--- src/rtl/conv_row_sequencer_if.sv ---
// Job/configuration and datapath-control bundle between a convolution controller
// and the row sequencer that streams BRAM rows through the MAC array.
interface conv_row_sequencer_if #(
    parameter int PIX_W  = 8,
    parameter int KSIZE  = 3,
    parameter int ADDR_W = 8,
    parameter int ROWS_W = 8
);
    logic                           conv_run;
    logic [ROWS_W-1:0]              cfg_rows;
    logic                           cfg_pad;
    logic [ADDR_W-1:0]              cfg_in_base;
    logic [ADDR_W-1:0]              cfg_out_base;
    logic [KSIZE*KSIZE*PIX_W-1:0]   kernel;
    logic                           rd_en;
    logic [ADDR_W-1:0]              rd_addr;
    logic [KSIZE*PIX_W-1:0]         weight;
    logic                           mac_en;
    logic                           mac_clr;
    logic                           wr_en;
    logic [ADDR_W-1:0]              wr_addr;
    logic                           busy;
    logic                           conv_done;
    logic                           cfg_err;

    modport master (
        output conv_run, cfg_rows, cfg_pad, cfg_in_base, cfg_out_base, kernel,
        input  rd_en, rd_addr, weight, mac_en, mac_clr, wr_en, wr_addr, busy, conv_done, cfg_err
    );

    modport slave (
        input  conv_run, cfg_rows, cfg_pad, cfg_in_base, cfg_out_base, kernel,
        output rd_en, rd_addr, weight, mac_en, mac_clr, wr_en, wr_addr, busy, conv_done, cfg_err
    );
endinterface

--- src/rtl/conv_row_sequencer.sv ---
// Row sequencer: reads KSIZE input rows per output row from BRAM1, drives the row-MAC
// array with the matching kernel row, and writes each finished output row to BRAM2.
module conv_row_sequencer #(
    parameter int PIX_W  = 8,
    parameter int KSIZE  = 3,
    parameter int ADDR_W = 8,
    parameter int ROWS_W = 8
) (
    input  logic                 clk,
    input  logic                 rst,
    conv_row_sequencer_if.slave  bus
);
    localparam int ROW_BITS = KSIZE * PIX_W;
    localparam int TAP_W    = (KSIZE > 1) ? $clog2(KSIZE) : 1;
    localparam int SRC_W    = ROWS_W + TAP_W + 1;
    localparam int HALF     = KSIZE / 2;

    typedef enum logic [2:0] {IDLE, READ, DRAIN, WRITE, DONE} state_t;

    state_t                       state_reg, state_next;
    logic [TAP_W-1:0]             tap_reg, tap_next;
    logic [ROWS_W-1:0]            row_reg, row_next;
    logic [ROWS_W-1:0]            rows_reg;
    logic [ROWS_W-1:0]            last_row_reg;
    logic                         pad_reg;
    logic                         empty_reg;
    logic [ADDR_W-1:0]            in_base_reg;
    logic [ADDR_W-1:0]            out_base_reg;
    logic [KSIZE*KSIZE*PIX_W-1:0] kernel_reg;
    logic                         mac_en_reg;
    logic                         mac_clr_reg;
    logic [ROW_BITS-1:0]          weight_reg;
    logic [ROW_BITS-1:0]          kernel_rows [KSIZE];

    logic                         job_empty;
    logic [ROWS_W-1:0]            last_row_start;
    logic [SRC_W-1:0]             src_off;
    logic [SRC_W-1:0]             pad_sub;
    logic [SRC_W-1:0]             src_row;
    logic                         src_valid;

    generate
        for (genvar gi = 0; gi < KSIZE; gi++) begin : g_kernel_rows
            assign kernel_rows[gi] = kernel_reg[gi*ROW_BITS +: ROW_BITS];
        end
    endgenerate

    // Job size is judged from the live cfg inputs at the accepting edge.
    always_comb begin
        if (bus.cfg_pad) begin
            job_empty      = (bus.cfg_rows == '0);
            last_row_start = bus.cfg_rows - 1'b1;
        end else begin
            job_empty      = ({1'b0, bus.cfg_rows} < (ROWS_W+1)'(KSIZE));
            last_row_start = bus.cfg_rows - ROWS_W'(KSIZE);
        end
    end

    // Source row = row + tap - offset; computed unsigned so a negative index shows as src_off < pad_sub.
    always_comb begin
        src_off   = SRC_W'(row_reg) + SRC_W'(tap_reg);
        pad_sub   = pad_reg ? SRC_W'(HALF) : '0;
        src_row   = src_off - pad_sub;
        src_valid = (src_off >= pad_sub) && (src_row < SRC_W'(rows_reg));
    end

    always_comb begin
        state_next = state_reg;
        tap_next   = tap_reg;
        row_next   = row_reg;
        case (state_reg)
            IDLE: begin
                if (bus.conv_run) begin
                    tap_next   = '0;
                    row_next   = '0;
                    state_next = job_empty ? DONE : READ;
                end
            end
            READ: begin
                if (tap_reg == TAP_W'(KSIZE-1)) begin
                    tap_next   = '0;
                    state_next = DRAIN;
                end else begin
                    tap_next = tap_reg + 1'b1;
                end
            end
            DRAIN: state_next = WRITE;
            WRITE: begin
                if (row_reg == last_row_reg) begin
                    state_next = DONE;
                end else begin
                    row_next   = row_reg + 1'b1;
                    state_next = READ;
                end
            end
            DONE:    state_next = IDLE;
            default: state_next = IDLE;
        endcase
    end

    always_ff @(posedge clk) begin
        if (rst) begin
            state_reg    <= IDLE;
            tap_reg      <= '0;
            row_reg      <= '0;
            rows_reg     <= '0;
            last_row_reg <= '0;
            pad_reg      <= 1'b0;
            empty_reg    <= 1'b0;
            in_base_reg  <= '0;
            out_base_reg <= '0;
            kernel_reg   <= '0;
            mac_en_reg   <= 1'b0;
            mac_clr_reg  <= 1'b0;
            weight_reg   <= '0;
        end else begin
            state_reg <= state_next;
            tap_reg   <= tap_next;
            row_reg   <= row_next;
            if (state_reg == IDLE && bus.conv_run) begin
                rows_reg     <= bus.cfg_rows;
                last_row_reg <= last_row_start;
                pad_reg      <= bus.cfg_pad;
                empty_reg    <= job_empty;
                in_base_reg  <= bus.cfg_in_base;
                out_base_reg <= bus.cfg_out_base;
                kernel_reg   <= bus.kernel;
            end
            // MAC controls trail the read by one cycle to line up with BRAM read latency.
            mac_en_reg  <= (state_reg == READ);
            mac_clr_reg <= (state_reg == READ) && (tap_reg == '0);
            weight_reg  <= (state_reg == READ && src_valid) ? kernel_rows[tap_reg] : '0;
        end
    end

    always_comb begin
        bus.rd_en     = (state_reg == READ) && src_valid;
        bus.rd_addr   = bus.rd_en ? (in_base_reg + ADDR_W'(src_row)) : '0;
        bus.wr_en     = (state_reg == WRITE);
        bus.wr_addr   = bus.wr_en ? (out_base_reg + ADDR_W'(row_reg)) : '0;
        bus.mac_en    = mac_en_reg;
        bus.mac_clr   = mac_clr_reg;
        bus.weight    = weight_reg;
        bus.busy      = (state_reg != IDLE);
        bus.conv_done = (state_reg == DONE);
        bus.cfg_err   = (state_reg == DONE) && empty_reg;
    end
endmodule

--- src/flat_wrapper.sv ---
// flat-port wrapper written by rule: the top's interface ports become plain ports
module conv_row_sequencer_flat 
#(
    parameter int PIX_W  = 8,
    parameter int KSIZE  = 3,
    parameter int ADDR_W = 8,
    parameter int ROWS_W = 8
)
  (clk, rst, bus_conv_run, bus_cfg_rows, bus_cfg_pad, bus_cfg_in_base, bus_cfg_out_base, bus_kernel, bus_rd_en, bus_rd_addr, bus_weight, bus_mac_en, bus_mac_clr, bus_wr_en, bus_wr_addr, bus_busy, bus_conv_done, bus_cfg_err);
  conv_row_sequencer_if #(.PIX_W(PIX_W), .KSIZE(KSIZE), .ADDR_W(ADDR_W), .ROWS_W(ROWS_W)) bus_i ();
  input  logic clk;
  input  logic rst;
  input wire logic [$bits(bus_i.conv_run)-1:0] bus_conv_run;
  input wire logic [$bits(bus_i.cfg_rows)-1:0] bus_cfg_rows;
  input wire logic [$bits(bus_i.cfg_pad)-1:0] bus_cfg_pad;
  input wire logic [$bits(bus_i.cfg_in_base)-1:0] bus_cfg_in_base;
  input wire logic [$bits(bus_i.cfg_out_base)-1:0] bus_cfg_out_base;
  input wire logic [$bits(bus_i.kernel)-1:0] bus_kernel;
  output wire logic [$bits(bus_i.rd_en)-1:0] bus_rd_en;
  output wire logic [$bits(bus_i.rd_addr)-1:0] bus_rd_addr;
  output wire logic [$bits(bus_i.weight)-1:0] bus_weight;
  output wire logic [$bits(bus_i.mac_en)-1:0] bus_mac_en;
  output wire logic [$bits(bus_i.mac_clr)-1:0] bus_mac_clr;
  output wire logic [$bits(bus_i.wr_en)-1:0] bus_wr_en;
  output wire logic [$bits(bus_i.wr_addr)-1:0] bus_wr_addr;
  output wire logic [$bits(bus_i.busy)-1:0] bus_busy;
  output wire logic [$bits(bus_i.conv_done)-1:0] bus_conv_done;
  output wire logic [$bits(bus_i.cfg_err)-1:0] bus_cfg_err;
  assign bus_i.conv_run = bus_conv_run;
  assign bus_i.cfg_rows = bus_cfg_rows;
  assign bus_i.cfg_pad = bus_cfg_pad;
  assign bus_i.cfg_in_base = bus_cfg_in_base;
  assign bus_i.cfg_out_base = bus_cfg_out_base;
  assign bus_i.kernel = bus_kernel;
  assign bus_rd_en = bus_i.rd_en;
  assign bus_rd_addr = bus_i.rd_addr;
  assign bus_weight = bus_i.weight;
  assign bus_mac_en = bus_i.mac_en;
  assign bus_mac_clr = bus_i.mac_clr;
  assign bus_wr_en = bus_i.wr_en;
  assign bus_wr_addr = bus_i.wr_addr;
  assign bus_busy = bus_i.busy;
  assign bus_conv_done = bus_i.conv_done;
  assign bus_cfg_err = bus_i.cfg_err;
  conv_row_sequencer #(.PIX_W(PIX_W), .KSIZE(KSIZE), .ADDR_W(ADDR_W), .ROWS_W(ROWS_W)) u_core (.clk(clk), .rst(rst), .bus(bus_i));
endmodule
--- config.mk ---
export PLATFORM = sky130hd
export DESIGN_NAME = conv_row_sequencer_flat
export DESIGN_NICKNAME = d
export VERILOG_FILES = /design/src/rtl/conv_row_sequencer_if.sv /design/src/rtl/conv_row_sequencer.sv /design/src/flat_wrapper.sv
export SDC_FILE = /design/constraint.sdc
export NUM_CORES = 1
export LEC_CHECK = 0
export CAP_MARGIN = 20
export CORE_ASPECT_RATIO = 1.75
export CORE_MARGIN = 2
export CORE_UTILIZATION = 30
export CTS_CLUSTER_SIZE = 14
export DETAILED_ROUTE_END_ITERATION = 16
export PLACE_DENSITY = 0.54
export RECOVER_POWER = 50
export SLEW_MARGIN = 25
export SYNTH_ARGS = -nofsm -noshare
export SYNTH_HDL_FRONTEND = slang
export SYNTH_SLANG_ARGS = --single-unit
--- constraint.sdc ---
create_clock -name clk -period 3.6 [get_ports clk]
set_input_delay 0.9 -clock clk [delete_from_list [all_inputs] [get_ports clk]]
set_output_delay 0.9 -clock clk [all_outputs]
set_load 0.02 [all_outputs]
Yosys cells after proc, flatten, opt, wreduce, memory -nomap -nowiden
Cells that the tools add are included.

Bitwise operators: 2. Magnitude comparators: 4. Mux-type cells: 19. Equality and inequality tests: 9. Add/subtract/negate cells: 8. Reduce and logical (&&, ||, !) cells: 15.

Operators with widths (number): 24-bit binary-select mux with 2-bit select (1); 24-bit 2-to-1 mux (2); 8-bit 2-to-1 mux (5); 8-bit adder (2); 8-bit case mux with 2 select lines (1); 3-bit 2-to-1 mux (4); 3-bit case mux with 4 select lines (1); 11-bit greater-or-equal comparator (1); 11-bit by 8-bit less-than comparator with 1-bit output (1); 11-bit subtractor (1); 8-bit by 2-bit adder with 9-bit output (1); 8-bit by 1-bit adder with 8-bit output (second input constant) (1); 8-bit == test (1); 8-bit zero test (1); 8-bit by 2-bit less-than comparator with 1-bit output (second input constant) (1); 8-bit by 1-bit subtractor with 8-bit output (second input constant) (1); 8-bit by 2-bit subtractor with 8-bit output (second input constant) (1); 3-bit by 2-bit == test with 1-bit output (second input constant) (2); 1-bit logical AND (5); 2-bit 2-to-1 mux (2); 2-bit != test (second input constant) (2); 2-bit case mux with 2 select lines (1); 2-bit AND reduction (2); 2-bit nonzero test (2); other kinds (14) (15).

Register bits after elaboration: 145. Output and inout bits: 47. Input port bits: 100. Word-level logic and storage cells: 70.

Logic depth before layout (Yosys ltp)
Depth after elaboration: 7. Depth in mapped cells: 16. Gate-level depth less buffers: 15.

Worst setup path before layout
OpenSTA, ideal clock, no wires.

Kind: reg-to-output. Start point: register u_core.row_reg[0]. End point: output bus_rd_addr[2]. Data required time: 2.700 ns. Cell stages (with the launch flop): 14. Data arrival time: 3.322 ns. Path buffers: 0. Setup slack: -0.622 ns. Cells stage by stage: dfxtp_1 > ha_1 > fa_1 > inv_1 > ha_1 > a21oi_1 > o22ai_1 > xnor2_1 > ha_1 > nand3_1 > nand2_1 > a41oi_1 > o221ai_2 > nor3_1.

Cells in the longest elaborated chain, start to end: 6. Elaborated cells on any way between the ends: 8. Those cells by class: add/sub: 3; order compare: 2; mux: 1; reduce/logical: 2.

RTL lines: start, declared (line conv_row_sequencer.sv:22) `logic [ROWS_W-1:0] row_reg, row_next;`; start signal, assigned (line conv_row_sequencer.sv:119) `row_reg <= row_next;`; 8-bit by 2-bit adder with 9-bit output (*) (line conv_row_sequencer.sv:61) `src_off = SRC_W'(row_reg) + SRC_W'(tap_reg);`; 11-bit subtractor (line conv_row_sequencer.sv:63) `src_row = src_off - pad_sub;`; 11-bit by 8-bit less-than comparator with 1-bit output (line conv_row_sequencer.sv:64) `src_valid = (src_off >= pad_sub) && (src_row < SRC_W'(rows_reg));`; 1-bit logical AND (line conv_row_sequencer.sv:64); 1-bit logical AND (line conv_row_sequencer.sv:137) `bus.rd_en = (state_reg == READ) && src_valid;`; 8-bit 2-to-1 mux (*) (line conv_row_sequencer.sv:138) `bus.rd_addr = bus.rd_en ? (in_base_reg + ADDR_W'(src_row)) : '0;`; end, declared (line flat_wrapper.sv:20) `output wire logic [$bits(bus_i.rd_addr)-1:0] bus_rd_addr;`.

Mark *: on every way between the ends. The rest lies on a longest branch, timed or not.

Worst setup path in the final report
Ends and elaborated chain as after synthesis.

==> results.ini <==
[run_status]
status = finished, violations left
violations = capacitance limit, slew limit, setup timing

[drt]
firstDrtPassIters = 4
drtIter0Drc = 215
route.detailed.drc = 0
detail-route-antenna-nets = 0
via_count = 6446
post_drt_wl_per_cell_microns = 15.4
viasPerCell = 4.74
wirelength_mm = 21.0

[floorplanning]
core-area_sq_um = 22700
start_util_pct = 30.5
fp.dieW_microns = 119
ios = 147
die_h_microns = 205
rows = 73
die-area_sq_um = 24400

[power_and_ir_drop]
power_density_nw_per_um2 = 468
cellLeakagePower_uw = 0.00399
peakVddDrop_uv = 364

[timing]
max-slew-margin-rel_pct = -45.6
post-route-min-period_ps = 4490
hold_viol = 0
report.final.slew_viol_count = 37
period_share_pct = 125
tightest_slew_ps = 2180
fin_ws_ps = -895
finalSetupViolations = 72
fmax_ghz = 0.222
grt_setup_unrepaired = yes
finClkSkew_ps = 10.5

[yosys]
ys_seq_area_share_pct = 41.9
synth_fp_nets = 1001
synth_cells = 870
synthFlopType = dfxtp_1
synth_cell_types = 57
ys_warn_count = 0
syn_avg_cell_area_sq_um = 7.96
synthesis.area_sq_um = 6930
synth_enable_flop_cells = 0
ys_seq_elements = 145
async_flop_share_pct = 0

[placement]
portBuffers = 146
place_congestion = 0.834
dp_hpwl_mm = 14.6
dpl_cell_area_sq_um = 9110

[setup_path]
cp_slowest_cell = fa_2
path_buf_inv = 3
cp_common_cell = ha_4
path_class = flop to primary output
crit_path_end_kind = primary output
crit_family = adder cells
critical_path_arrival_ps = 3590
cp.required_ps = 2700
max_stage_delay_ps = 610
cp_cell_sequence = ha_4 > fa_2 > inv_2 > ha_4 > a21oi_4 > o22ai_2 > xnor2_2 > ha_4 > nand3_2 > nand2_2 > a41oi_4 > o221ai_4 > buf_6 > nor3_4 > buf_6
critPathMaxFanout = 5
start_kind = flop

[finish]
fin_util_pct = 44.2
largest_register_ffs = 72
nets = 1179
synthToLayoutAreaGrowth_pct = 45.2
num_antenna_cells = 0
multi_input_area_sq_um = 4000
regArea_sq_um = 2910
fin_area_sq_um = 10100
drive_above_1_share_pct = 16.4
fill_cells = 2310

[global_route]
overflow = 0
grt_pass1_wl_mm = 32.4
antenna_found_initial = 1
grt_pass1_vias = 6348
grt_max_degree = 58
track_usage_pct = 17.1

[clock_tree]
path_clk_slew_ps = 60
htreeDepth = 4
cts_buffers = 17
clk_latency_ps = 430
cts_tree = built
cts_hold_buffers = 0
clock_path_buffers = 2
cts_num_sinks = 145
cts-root-buf = clkbuf_16

[flow_run]
maxCapViolations = 1

[min_path]
hold_class = flop to flop

==> final timing paths <==
| check | start | end | slack [ps] | cells after the start |
|---|---|---|---|---|
| setup reg to reg | u_core.row_reg[0] | u_core.bus.weight[19] | -250 | 19 |
| hold reg to reg | u_core.kernel_reg[43] | u_core.kernel_reg[43] | 450 | 2 |
| hold / removal | u_core.kernel_reg[43] | u_core.kernel_reg[43] | 450 | 2 |
| setup / recovery | u_core.row_reg[0] | bus_rd_addr[2] | -890 | 15 |
==> cells in the mapped netlist, types with 4 or more instances <==
master | count | share of area (%)
ha_1 | 28 | 5.1
xnor2_1 | 18 | 2.3
xor2_1 | 20 | 2.5
mux2i_1 | 25 | 3.6
inv_1 | 24 | 1.3
a21oi_1 | 118 | 8.5
o21ai_0 | 11 | 0.79
nor3_1 | 11 | 0.79
and2_1 | 30 | 2.7
buf_2 | 13 | 0.94
or3_1 | 5 | 0.45
clkbuf_1 | 47 | 2.5
nor2_1 | 41 | 2.2
a21o_1 | 4 | 0.43
nand2_1 | 235 | 13
nor2b_1 | 7 | 0.63
nor4_1 | 4 | 0.36
a211oi_1 | 5 | 0.54
nand3_1 | 5 | 0.36
dfxtp_1 | 145 | 42
o22ai_1 | 26 | 2.3
==> cells in the final DEF (no fill, tap or decap), types with 7 or more instances in the layout <==
cell             synthesis  routed
o22ai_1                 26      24
ha_1                    28      23
xnor2_1                 18      15
clkdlybuf4s50_1          0     118
nor2_1                  41      38
clkbuf_16                0      18
and2_1                  30      28
mux2i_1                 25      25
xor2_1                  20      20
a21oi_1                118     111
buf_4                    1      71
buf_6                    0       7
inv_1                   24      22
nor3_1                  11       7
o21ai_0                 11       7
a21oi_2                  1       7
dfxtp_1                145     141
dlygate4sd3_1            0      14
nand2_1                235     232
==> cells by family (layout without fill, tap and decap cells) <==
kind of cell / count (synthesis) / count (layout) / synth area share [%]
AO/OA/AOI/OAI: 186 / 187 / 15.7
XOR/XNOR: 39 / 39 / 5.13
adder cells (fa/ha/maj): 32 / 32 / 6.07
buffers and inverters: 86 / 275 / 4.95
flip-flops: 145 / 145 / 41.9
multiplexers: 27 / 27 / 3.97
AND/OR/NAND/NOR: 355 / 355 / 22.3
==> layer usage <==
metal	vias up	share of wire (%)	track usage, %
met2	113	57	33.5
met1	3032	38	17.3
met4	2	2.4	6.16
met5	-	0.062	0
li1	3267	-	-
met3	32	3.0	3.95
==> per-stage QoR <==
step | instances | setup slack (ps) | setup TNS, ps | power (uW) | hold WS, ps
2_1_floorplan | 870 | -263 | -1780 | 2340 | 432
3_3_place_gp | 1316 | -883 | -7450 | 2690 | 440
3_5_place_dp | 1316 | -926 | -7930 | 2700 | 446
4_1_cts | 1357 | -905 | -9300 | 4730 | 454
5_1_grt | 1360 | -1070 | -37970 | 4930 | 469
6_report | 1360 | -895 | -15250 | 4700 | 452
==> power breakdown <==
| group | leakage (uW) | total (uW) | internal, uW | switching (uW) |
|---|---|---|---|---|
| combinational | 0.00249 | 950 | 434 | 517 |
| sequential | 0.00119 | 1780 | 1720 | 60.2 |
| clock | 0.000319 | 1970 | 1280 | 694 |
| total | 0.00399 | 4700 | 3430 | 1270 |
==> layout make-up <==
type / instances / area share, %
multi-input cells: 640 / 39.8
flip-flops and latches: 145 / 29.0
repair buffers: 219 / 20.1
clock buffers: 21 / 4.68
well taps: 300 / 3.73
clock inverters: 10 / 1.80
inverters: 25 / 0.933
==> worst reg2reg max path, cell delays in order, from the launching register on <==
cell and delay (ps):
dfxtp_4 350, ha_4 160, fa_2 610, inv_2 60, ha_4 180, a21oi_4 180, o22ai_2 100, xnor2_2 250
ha_4 250, nand3_2 60, nand2_2 70, a41oi_4 260, o221ai_4 190, buf_4 180, buf_4 120, buf_4 130
buf_4 150, nor2_4 160, clkbuf_16 220, and2_1 120
==> timing repair <==
item | 4_1_cts | 5_1_grt
pin swaps | 23 | 17
resized for setup | 80 | 17
cloned | 1 | 1
setup endpoints to repair | 13 | 35
buffers inserted | 9 | 2
(Power assumes the default switching activity.)
